<file path="config.mk">
export PLATFORM = sky130hd
export DESIGN_NAME = and_unit_arbiter
export DESIGN_NICKNAME = d
export VERILOG_FILES = /design/src/rtl/and_arb_pkg.sv /design/src/rtl/multi_bit.sv /design/src/rtl/rr_picker.sv /design/src/rtl/and_unit_arbiter.sv
export SDC_FILE = /design/constraint.sdc
export NUM_CORES = 1
export LEC_CHECK = 0
export ABC_AREA = 0
export BUFFER_PORTS_ARGS = -buffer_cell sky130_fd_sc_hd__buf_2
export CELL_PAD_IN_SITES_DETAIL_PLACEMENT = 0
export CELL_PAD_IN_SITES_GLOBAL_PLACEMENT = 1
export CORE_ASPECT_RATIO = 1.4
export CORE_MARGIN = 2
export CORE_UTILIZATION = 37
export DETAILED_ROUTE_END_ITERATION = 10
export HOLD_SLACK_MARGIN = 0.08
export PLACE_DENSITY_LB_ADDON = 0.1
export SKIP_LAST_GASP = 1
export SLEW_MARGIN = 10
export SYNTH_ARGS = -nofsm -noshare
export SYNTH_HDL_FRONTEND = slang
export SYNTH_SLANG_ARGS = --single-unit
</file>
<file path="constraint.sdc">
create_clock -name clk_in -period 3.5 [get_ports clk_in]
set_input_delay 0.525 -clock clk_in [delete_from_list [all_inputs] [get_ports clk_in]]
set_output_delay 0.525 -clock clk_in [all_outputs]
set_load 0.05 [all_outputs]
</file>
<file path="src/rtl/and_arb_pkg.sv">
// Shared types and constants for the round-robin AND-unit arbiter.
package and_arb_pkg;

    // Default operand width and default number of requesters.
    localparam int DEFAULT_DATA_WIDTH = 4;
    localparam int DEFAULT_NUM_REQ    = 4;

    // Arbiter FSM states, 2-bit encoding.
    typedef enum logic [1:0] {
        IDLE = 2'd0,
        EXEC = 2'd1,
        HOLD = 2'd2
    } state_t;

    // Width of a requester tag. The floor of 1 keeps NUM_REQ=2 (and the
    // degenerate single-bit case) from producing a zero-width vector.
    function automatic int id_width(input int n);
        if (n <= 2) return 1;
        return $clog2(n);
    endfunction

endpackage

</file>
<file path="src/rtl/multi_bit.sv">
// Shared bitwise-AND datapath unit: y = a & b, with no carry and no width growth.
module multi_bit #(
    parameter int WIDTH = 4
) (
    input  logic [WIDTH-1:0] a_in,
    input  logic [WIDTH-1:0] b_in,
    output logic [WIDTH-1:0] y_out
);

    // Purely combinational bitwise AND.
    assign y_out = a_in & b_in;

endmodule

</file>
<file path="src/rtl/rr_picker.sv">
// Combinational round-robin picker: first set request at or after the pointer.
module rr_picker #(
    parameter int NUM_REQ  = 4,
    parameter int ID_WIDTH = 2
) (
    input  logic [NUM_REQ-1:0]  req_in,
    input  logic [ID_WIDTH-1:0] ptr_in,
    output logic [NUM_REQ-1:0]  grant_out,
    output logic [ID_WIDTH-1:0] idx_out,
    output logic                any_out
);

    int w_j;

    // Scan ptr, ptr+1, ... modulo NUM_REQ; the first set bit wins.
    always_comb begin
        grant_out = '0;
        idx_out   = '0;
        any_out   = 1'b0;
        w_j       = 0;
        for (int k = 0; k < NUM_REQ; k++) begin
            w_j = int'(ptr_in) + k;
            if (w_j >= NUM_REQ) w_j = w_j - NUM_REQ;
            if (!any_out && req_in[w_j]) begin
                any_out        = 1'b1;
                grant_out[w_j] = 1'b1;
                idx_out        = ID_WIDTH'(w_j);
            end
        end
    end

endmodule

</file>
<file path="src/rtl/and_unit_arbiter.sv">
// Round-robin arbiter sharing one AND unit among NUM_REQ requesters.
// Handshake rule (both sides): a transfer happens on a rising clock edge
// where valid and ready are both high; valid/data must be held until then.
module and_unit_arbiter
    import and_arb_pkg::*;
#(
    parameter int DATA_WIDTH = DEFAULT_DATA_WIDTH,
    parameter int NUM_REQ    = DEFAULT_NUM_REQ,
    localparam int ID_WIDTH  = id_width(NUM_REQ)
) (
    input  logic                          clk_in,
    input  logic                          rst_n_in,
    input  logic [NUM_REQ-1:0]            req_valid_in,
    output logic [NUM_REQ-1:0]            req_ready_out,
    input  logic [NUM_REQ*DATA_WIDTH-1:0] a_bus_in,
    input  logic [NUM_REQ*DATA_WIDTH-1:0] b_bus_in,
    output logic                          res_valid_out,
    input  logic                          res_ready_in,
    output logic [DATA_WIDTH-1:0]         res_data_out,
    output logic [ID_WIDTH-1:0]           res_id_out,
    output logic [1:0]                    dbg_state_out
);

    state_t                r_state;
    logic [ID_WIDTH-1:0]   r_rr_ptr;
    logic [ID_WIDTH-1:0]   r_g;
    logic [DATA_WIDTH-1:0] r_a;
    logic [DATA_WIDTH-1:0] r_b;
    logic [DATA_WIDTH-1:0] r_res_data;
    logic [ID_WIDTH-1:0]   r_res_id;
    logic                  r_res_valid;

    logic [NUM_REQ-1:0]    w_grant;
    logic [ID_WIDTH-1:0]   w_idx;
    logic                  w_any;
    logic [DATA_WIDTH-1:0] w_y;

    rr_picker #(
        .NUM_REQ  (NUM_REQ),
        .ID_WIDTH (ID_WIDTH)
    ) u_picker (
        .req_in    (req_valid_in),
        .ptr_in    (r_rr_ptr),
        .grant_out (w_grant),
        .idx_out   (w_idx),
        .any_out   (w_any)
    );

    // The latched operands are the only source of the shared unit's inputs.
    multi_bit #(
        .WIDTH (DATA_WIDTH)
    ) u_and (
        .a_in  (r_a),
        .b_in  (r_b),
        .y_out (w_y)
    );

    // Accept is offered only in IDLE, and never while reset is asserted.
    assign req_ready_out = (r_state == IDLE && rst_n_in) ? w_grant : '0;

    assign res_valid_out = r_res_valid;
    assign res_data_out  = r_res_data;
    assign res_id_out    = r_res_id;
    assign dbg_state_out = r_state;

    // FSM: IDLE grants and captures, EXEC registers the result, HOLD waits for drain.
    always_ff @(posedge clk_in or negedge rst_n_in) begin
        if (!rst_n_in) begin
            r_state     <= IDLE;
            r_rr_ptr    <= '0;
            r_g         <= '0;
            r_a         <= '0;
            r_b         <= '0;
            r_res_data  <= '0;
            r_res_id    <= '0;
            r_res_valid <= 1'b0;
        end else begin
            case (r_state)
                IDLE: begin
                    if (w_any) begin
                        r_a     <= a_bus_in[int'(w_idx)*DATA_WIDTH +: DATA_WIDTH];
                        r_b     <= b_bus_in[int'(w_idx)*DATA_WIDTH +: DATA_WIDTH];
                        r_g     <= w_idx;
                        r_state <= EXEC;
                    end
                end
                EXEC: begin
                    r_res_data  <= w_y;
                    r_res_id    <= r_g;
                    r_res_valid <= 1'b1;
                    r_state     <= HOLD;
                end
                HOLD: begin
                    if (res_ready_in) begin
                        r_res_valid <= 1'b0;
                        r_rr_ptr    <= (r_g == ID_WIDTH'(NUM_REQ-1)) ? '0 : r_g + ID_WIDTH'(1);
                        r_state     <= IDLE;
                    end
                end
                default: r_state <= IDLE;
            endcase
        end
    end

endmodule

</file>
==> impl_results.md, run 1 <==
* Count of buffers from port buffering at 51
* Reg area at 526 um^2
* Clock latency on the worst-skew pair at 0.26 ns
* Fin nets at about 280
* Max Cap Violations at 0
* Core area at 4270 um^2
* Worst Tran Pin Value at between 0.6 and 0.7 ns
* Final setup skew at 0.00978 ns
* Multi-input gate area at 1020 um^2
* Clk root buf: clkbuf_8
* Crit Reg-Reg Endpoint: r_a[2]
* Full die area at 5060 um^2
* Setup_tns at 0 ns
* Leak Pwr at 0.000961 uW
* Gr usage total at 0.182
* Post-Syn Area per Cell at a little under 9 um^2
* CP Data Arrival Time at 2.66 ns
* Reg2Reg Depth at 10
* Final setup viols at 0
* Async set-reset flop share out of synthesis at 1.00
* VDD IR max at 0.377 mV
* Post-cts repair resize count at 0
* Post-DR wirelength/cell at 14.5 um
* Crit start category: flop
* Die Width at about 61 um
* Power per cell area at 953 nW/um^2
* Number of buffers and inverters on the critical path at 2
* Yosys warnings at 0
* Reg2Reg Setup Slack at about 0.90 ns
* Worst setup path endpoint: req_ready_out[1]
* Initial antenna violation count at 0
* Worst-path maximum fanout at 10
* Maximum clock path buffer count at 2
* CTS tree: done
* Final Max Tran Viols at 0
* DP HPWL at 3420 um
* Post-Syn Nets at 235
* Worst path slowest cell: mux4_2
* Number of core rows at 28
* Remaining DRCs at 0
* DRT Pass-1 Iters at 5
* Global-route wire length before repair at approximately 7300 um
* I/O Pins at 52
* Via count at 1,581
* FF+latch count, synth at 21
* CP most frequent cell: nor2_1
* Delay-heaviest family, CP: multiplexers
* Hold buffers post-CTS at 0
* Die H at 83.4 um
* Shortest period the worst path allows at 3.19 ns
* Final ANT Viol Nets at 0
* Status: finished clean
* FMAX at between 300 and 400 MHz
* H-tree Lvls at 1
* # fillers at between 400 and 500
* Cell depth of the worst setup path at 8
* Syn Inst Count at 190
* Initial DRC Count at 128
* Routability cong. at 0.813
* Top FF cell, synth: dfrtp_1
* Initial core utilization at 0.390
* Synth cell types at 45
* Slowest Stage Delay on Critical Path at 0.64 ns
* CP Cell Sequence: inv_1, ha_1, mux4_2, a22oi_1, nor2_1, a221oi_1, nor2_1, buf_2
* Fin crit share at 0.911
* Worst r2r src: r_rr_ptr[0]
* HP Class: input port to asynchronous set/reset pin
* Largest net degree at the start of global routing at 23
* CP endpoint kind: output pin
* Routed WL at 4320 um
* Required @ worst endpoint at a little under 3 ns
* Final hold vios at 0
* EDFF count, synth at 0
* Layout area overhead at 20.6%
* CTS sink count at 21
* Inserted Diodes at 0
* CTS buffer count at 3
* Clk slew on worst S/H paths at 0.08 ns
* Vias in the first global route at 1,579
* Synth Cell Area at 1670 um^2
* Setup bufs post-CTS at 0
* RSZ-0062 raised after global routing: no
* Worst hold margin at 0.207 ns
* Layout cell share with drive strength beyond 1 at 0.315
* DR vias/cell at 5.31
* Post-synthesis sequential area ratio at 0.315
* Crit Path Category: flop to output pin
* Worst slew margin at 0.553
* CP startpoint: r_rr_ptr[0]
* GRT Residual Overflow at 0
[worst min-delay path by stage]
stage,start,endpoint,slack [ns],cells after the start
after global placement,res_data_out[1],res_data_out[1],0.46,2
after global routing,rst_n_in,res_data_out[1],0.25,1
after detailed placement,res_data_out[3],res_data_out[3],0.48,2
after floorplan,rst_n_in,dbg_state_out[0],0.23,0
final,rst_n_in,res_data_out[1],0.21,1
after CTS,rst_n_in,res_data_out[1],0.22,1
[flip-flops by register name (all words and copies together) (netlist names)]
| register | flops |
|---|---|
| r_b | 4 |
| r_a | 4 |
| res_id_out | 2 |
| r_g | 2 |
| res_data_out | 4 |
| res_valid_out | 1 |
| r_rr_ptr | 2 |
| dbg_state_out | 2 |
[where the power goes]
part	switching [uW]	total, uW	internal [uW]
sequential	78.4	443	365
combinational	812	1310	498
clock	81.8	162	80.4
[synthesized netlist by cell type, types with 3 or more instances]
cell / n / area share
ha_1: 6 / 0.045
buf_2: 5 / 0.015
clkbuf_1: 3 / 0.0068
nand2_1: 17 / 0.038
nor2b_1: 4 / 0.015
dfrtp_1: 21 / 0.32
nand2b_1: 3 / 0.011
a221oi_1: 11 / 0.058
inv_1: 9 / 0.020
o21ai_0: 10 / 0.030
mux2_2: 3 / 0.020
a21oi_1: 14 / 0.042
o21bai_1: 3 / 0.014
mux2_4: 3 / 0.027
a22oi_1: 5 / 0.023
nor2_1: 27 / 0.061
buf_6: 3 / 0.020
mux2i_1: 12 / 0.072
[stage by stage]
step           utilization  area (um^2)  setup WS [ns]  power, uW  cells
6_report             0.470         2010          0.311       1910    298
3_5_place_dp         0.459         1960          0.646       1770    294
5_1_grt              0.470         2010          0.110       2090    298
3_3_place_gp         0.459         1960          0.718       1730    294
4_1_cts              0.470         2010          0.346       1930    298
2_1_floorplan            -         1670          0.347       1470    190
[kinds of logic after synthesis]
group,synth area share
buf+inv,0.0736
flops,0.315
mux,0.149
compound gates,0.234
fa+ha+maj,0.0450
simple gates,0.183
[layout by cell type, fill, tap and decap left out, drive strengths merged, types with 2 or more instances in the layout]
master   n
buf     58
nor2    28
dfrtp   21
nand2   17
a21oi   14
mux2i   12
a221oi  11
o21ai   10
inv      9
ha       6
mux2     6
a22oi    5
nor2b    5
a211oi   4
nand2b   3
o21bai   3
clkbuf   3
nor3     2
mux4     2
or2      2
or3      2
[routing by layer]
layer | vias up | part of all wire | GRT usage
li1 | 785 | - | -
met1 | 741 | 0.42 | 0.244
met2 | 49 | 0.53 | 0.311
met3 | 6 | 0.037 | 0.0109
met4 | 0 | 0.012 | 0.0435
met5 | - | 0 | 0
[layout make-up]
type                            instances  area share
Clock buffer                            3      0.0205
Clock inverter                          1     0.00374
Inverter                                9      0.0168
Multi-Input combinational cell        146       0.507
Sequential cell                        21       0.262
Tap cell                               60      0.0374
Timing Repair Buffer                   58       0.153
Power figures use the tool's default switching activity.
==> run 2: changes to the inputs <==
--- a/config.mk
+++ b/config.mk
@@ -15,6 +15,7 @@
 export DETAILED_ROUTE_END_ITERATION = 10
 export HOLD_SLACK_MARGIN = 0.08
 export PLACE_DENSITY_LB_ADDON = 0.1
+export RECOVER_POWER = 100
 export SKIP_LAST_GASP = 1
 export SLEW_MARGIN = 10
 export SYNTH_ARGS = -nofsm -noshare
==> run 2 against run 1 <==
  * Critical endpoint unchanged
  * Combinational power decreased by 3%
  * Die area stayed put
  * First-iteration DRC count rose by 19%
  * Maximum frequency shrank 0.60%
  * Largest cell class unchanged
==> impl_results.md, run 2 (same netlist as run 1, synthesis figures left out) <==
* Core Util, Final at 0.463 (-0.00673)
* Reg2Reg Setup Slack at 0.50 ns (-0.40 ns)
* Initial core utilization at 0.390 (unchanged)
* DRT Pass-1 Iters at 4 (-1)
* FMAX at 312 MHz (-0.60%)
* VDD IR max at 0.380 mV (+0.91%)
* DP Area at 1960 um^2 (unchanged)
* DP HPWL at 3420 um (unchanged)
* GRT Residual Overflow at 0 (unchanged)
* Power per cell area at 946 nW/um^2 (-0.77%)
* Gr usage total at 0.182 (unchanged)
* DR vias/cell at 5.26 (-0.89%)
* Final setup viols at 0 (unchanged)
* Top Usage Layer GRT: met2
* Full die area at 5060 um^2 (unchanged)
* Setup bufs post-CTS at 0 (unchanged)
* Layout area overhead at 18.8%
* Count of buffers from port buffering at 51 (unchanged)
* Crit Path Category: flop to output pin
* CTS buffer count at 3 (unchanged)
* Commonest non-fill, non-tap cell in the layout: buf_2
* Fin nets at 284 (unchanged)
* Vias in the first global route at 1,579 (unchanged)
* GR Util met1 at 0.244 (unchanged)
* Die H at 83.4 um (unchanged)
* Fin crit share at 0.917 (+0.00553)
* Setup_tns at 0 ns (unchanged)
* Largest net degree at the start of global routing at 23 (unchanged)
* Clock latency on the worst-skew pair at 0.26 ns (about the same)
* CTS sink count at 21 (unchanged)
* Non-filler cells, final at 298 (unchanged)
* Maximum clock path buffer count at 2 (unchanged)
* Reg area at 526 um^2 (unchanged)
* Met2 Use GR at 0.311 (unchanged)
* Worst-path maximum fanout at 10 (unchanged)
* Required @ worst endpoint at 2.97 ns (about the same)
* Via count at 1,567 (-0.89%)
* Worst Tran Pin Value at 1.16 ns (+0.492 ns)
* Post-cts repair resize count at 0 (unchanged)
* RSZ-0062 raised after global routing: no
* Leak Pwr at 0.000914 uW (-4.9%)
* CP Data Arrival Time at 2.68 ns (+0.02 ns)
* Final Max Tran Viols at 0 (unchanged)
* Layout cell share with drive strength beyond 1 at 0.256 (-0.0588)
* Number of core rows at 28 (unchanged)
* Worst slew margin at 0.225 (-0.327)
* H-tree Lvls at 1 (unchanged)
* GR Util met3 at 0.0109 (unchanged)
* Status: finished clean
* Remaining DRCs at 0 (unchanged)
* Worst hold margin at 0.465 ns (+0.258 ns)
* Multi-input gate area at 1010 um^2 (-0.49%)
* Core area at 4270 um^2 (unchanged)
* Max Cap Violations at 0 (unchanged)
* CTS tree: done
* Initial antenna violation count at 0 (unchanged)
* Final ANT Viol Nets at 0 (unchanged)
* Hold buffers post-CTS at 0 (unchanged)
* Routed WL at 4290 um (-0.69%)
* Clk root buf: clkbuf_8
* I/O Pins at 52 (unchanged)
* Most frequent cells in the layout: 37 x buf_2, 27 x nor2_1, 21 x dfrtp_1, 17 x nand2_1, 14 x a21oi_1
* Die Width at 60.7 um (unchanged)
* CP endpoint kind: output pin
* Post-DR wirelength/cell at 14.4 um (-0.69%)
* Crit start category: flop
* Final setup skew at 0.0105 ns (+0.000745 ns)
* HP Class: input port to asynchronous set/reset pin
* Final hold vios at 0 (unchanged)
* Global-route wire length before repair at 7290 um (unchanged)
* Design area at 1980 um^2 (-1.4%)
* Inserted Diodes at 0 (unchanged)
* Clk slew on worst S/H paths at 0.08 ns (about the same)
* Shortest period the worst path allows at 3.21 ns (+0.0194 ns)
* Routability cong. at 0.813 (unchanged)
* Initial DRC Count at 152 (+19%)
* # fillers at 462 (+2.9%)
* Placed Cells at 294 (unchanged)
==> run 2: changes by cell type in the layout (fill, tap and decap cells not counted) <==
cell and change:
a211oi_1 +1, a211oi_2 -1, buf_2 -14, buf_4 -3, clkbuf_1 +13, clkbuf_2 +4
==> run 2: area by class of cell <==
cell class              instances  share of cell area
well taps                      60              0.0379
flip-flops and latches         21               0.265
multi-input cells             146               0.512
repair buffers                 58               0.143
inverters                       9              0.0171
clock buffers                   3              0.0208
clock inverters                 1             0.00379
==> run 2: power by group <==
group / total, uW / internal, uW / switching, uW / leakage [uW]
combinational: 1270 / 461 / 807 / 0.000645
clock: 161 / 80.4 / 80.8 / 0.0000217
sequential: 444 / 365 / 79.0 / 0.000248
total: 1870 / 906 / 967 / 0.000914
==> run 2: metal layers <==
metal | wire length (um) | share of wire
met1 | 1830 | 0.43
met2 | 2270 | 0.53
met3 | 142 | 0.033
met4 | 41 | 0.0096
met5 | 0 | 0
==> run 2: final timing paths <==
kind,end,startpoint,cells past startpoint
max,req_ready_out[1],r_rr_ptr[0],8
min,res_data_out[1],rst_n_in,1
max reg2reg,r_a[2],r_rr_ptr[0],10
min reg2reg,res_data_out[3],res_data_out[3],2
max in group asynchronous,res_data_out[0],rst_n_in,1
min in group clk_in,res_data_out[3],res_data_out[3],2
==> run 2: stage by stage <==
stage | total power (uW) | setup slack [ns]
6_report | 1870 | 0.291
5_1_grt | 2050 | 0.0602
4_1_cts | 1930 | 0.346
3_5_place_dp | 1770 | 0.646
3_3_place_gp | 1730 | 0.718
2_1_floorplan | 1470 | 0.347
==> run 2: critical path, stage by stage, from the launching register on <==
cell and delay (ns):
dfrtp_1 0.35, inv_1 0.10, ha_1 0.47, mux4_2 0.64, a22oi_1 0.25, nor2_1 0.07, a221oi_1 0.23, nor2_1 0.07
clkbuf_2 0.24
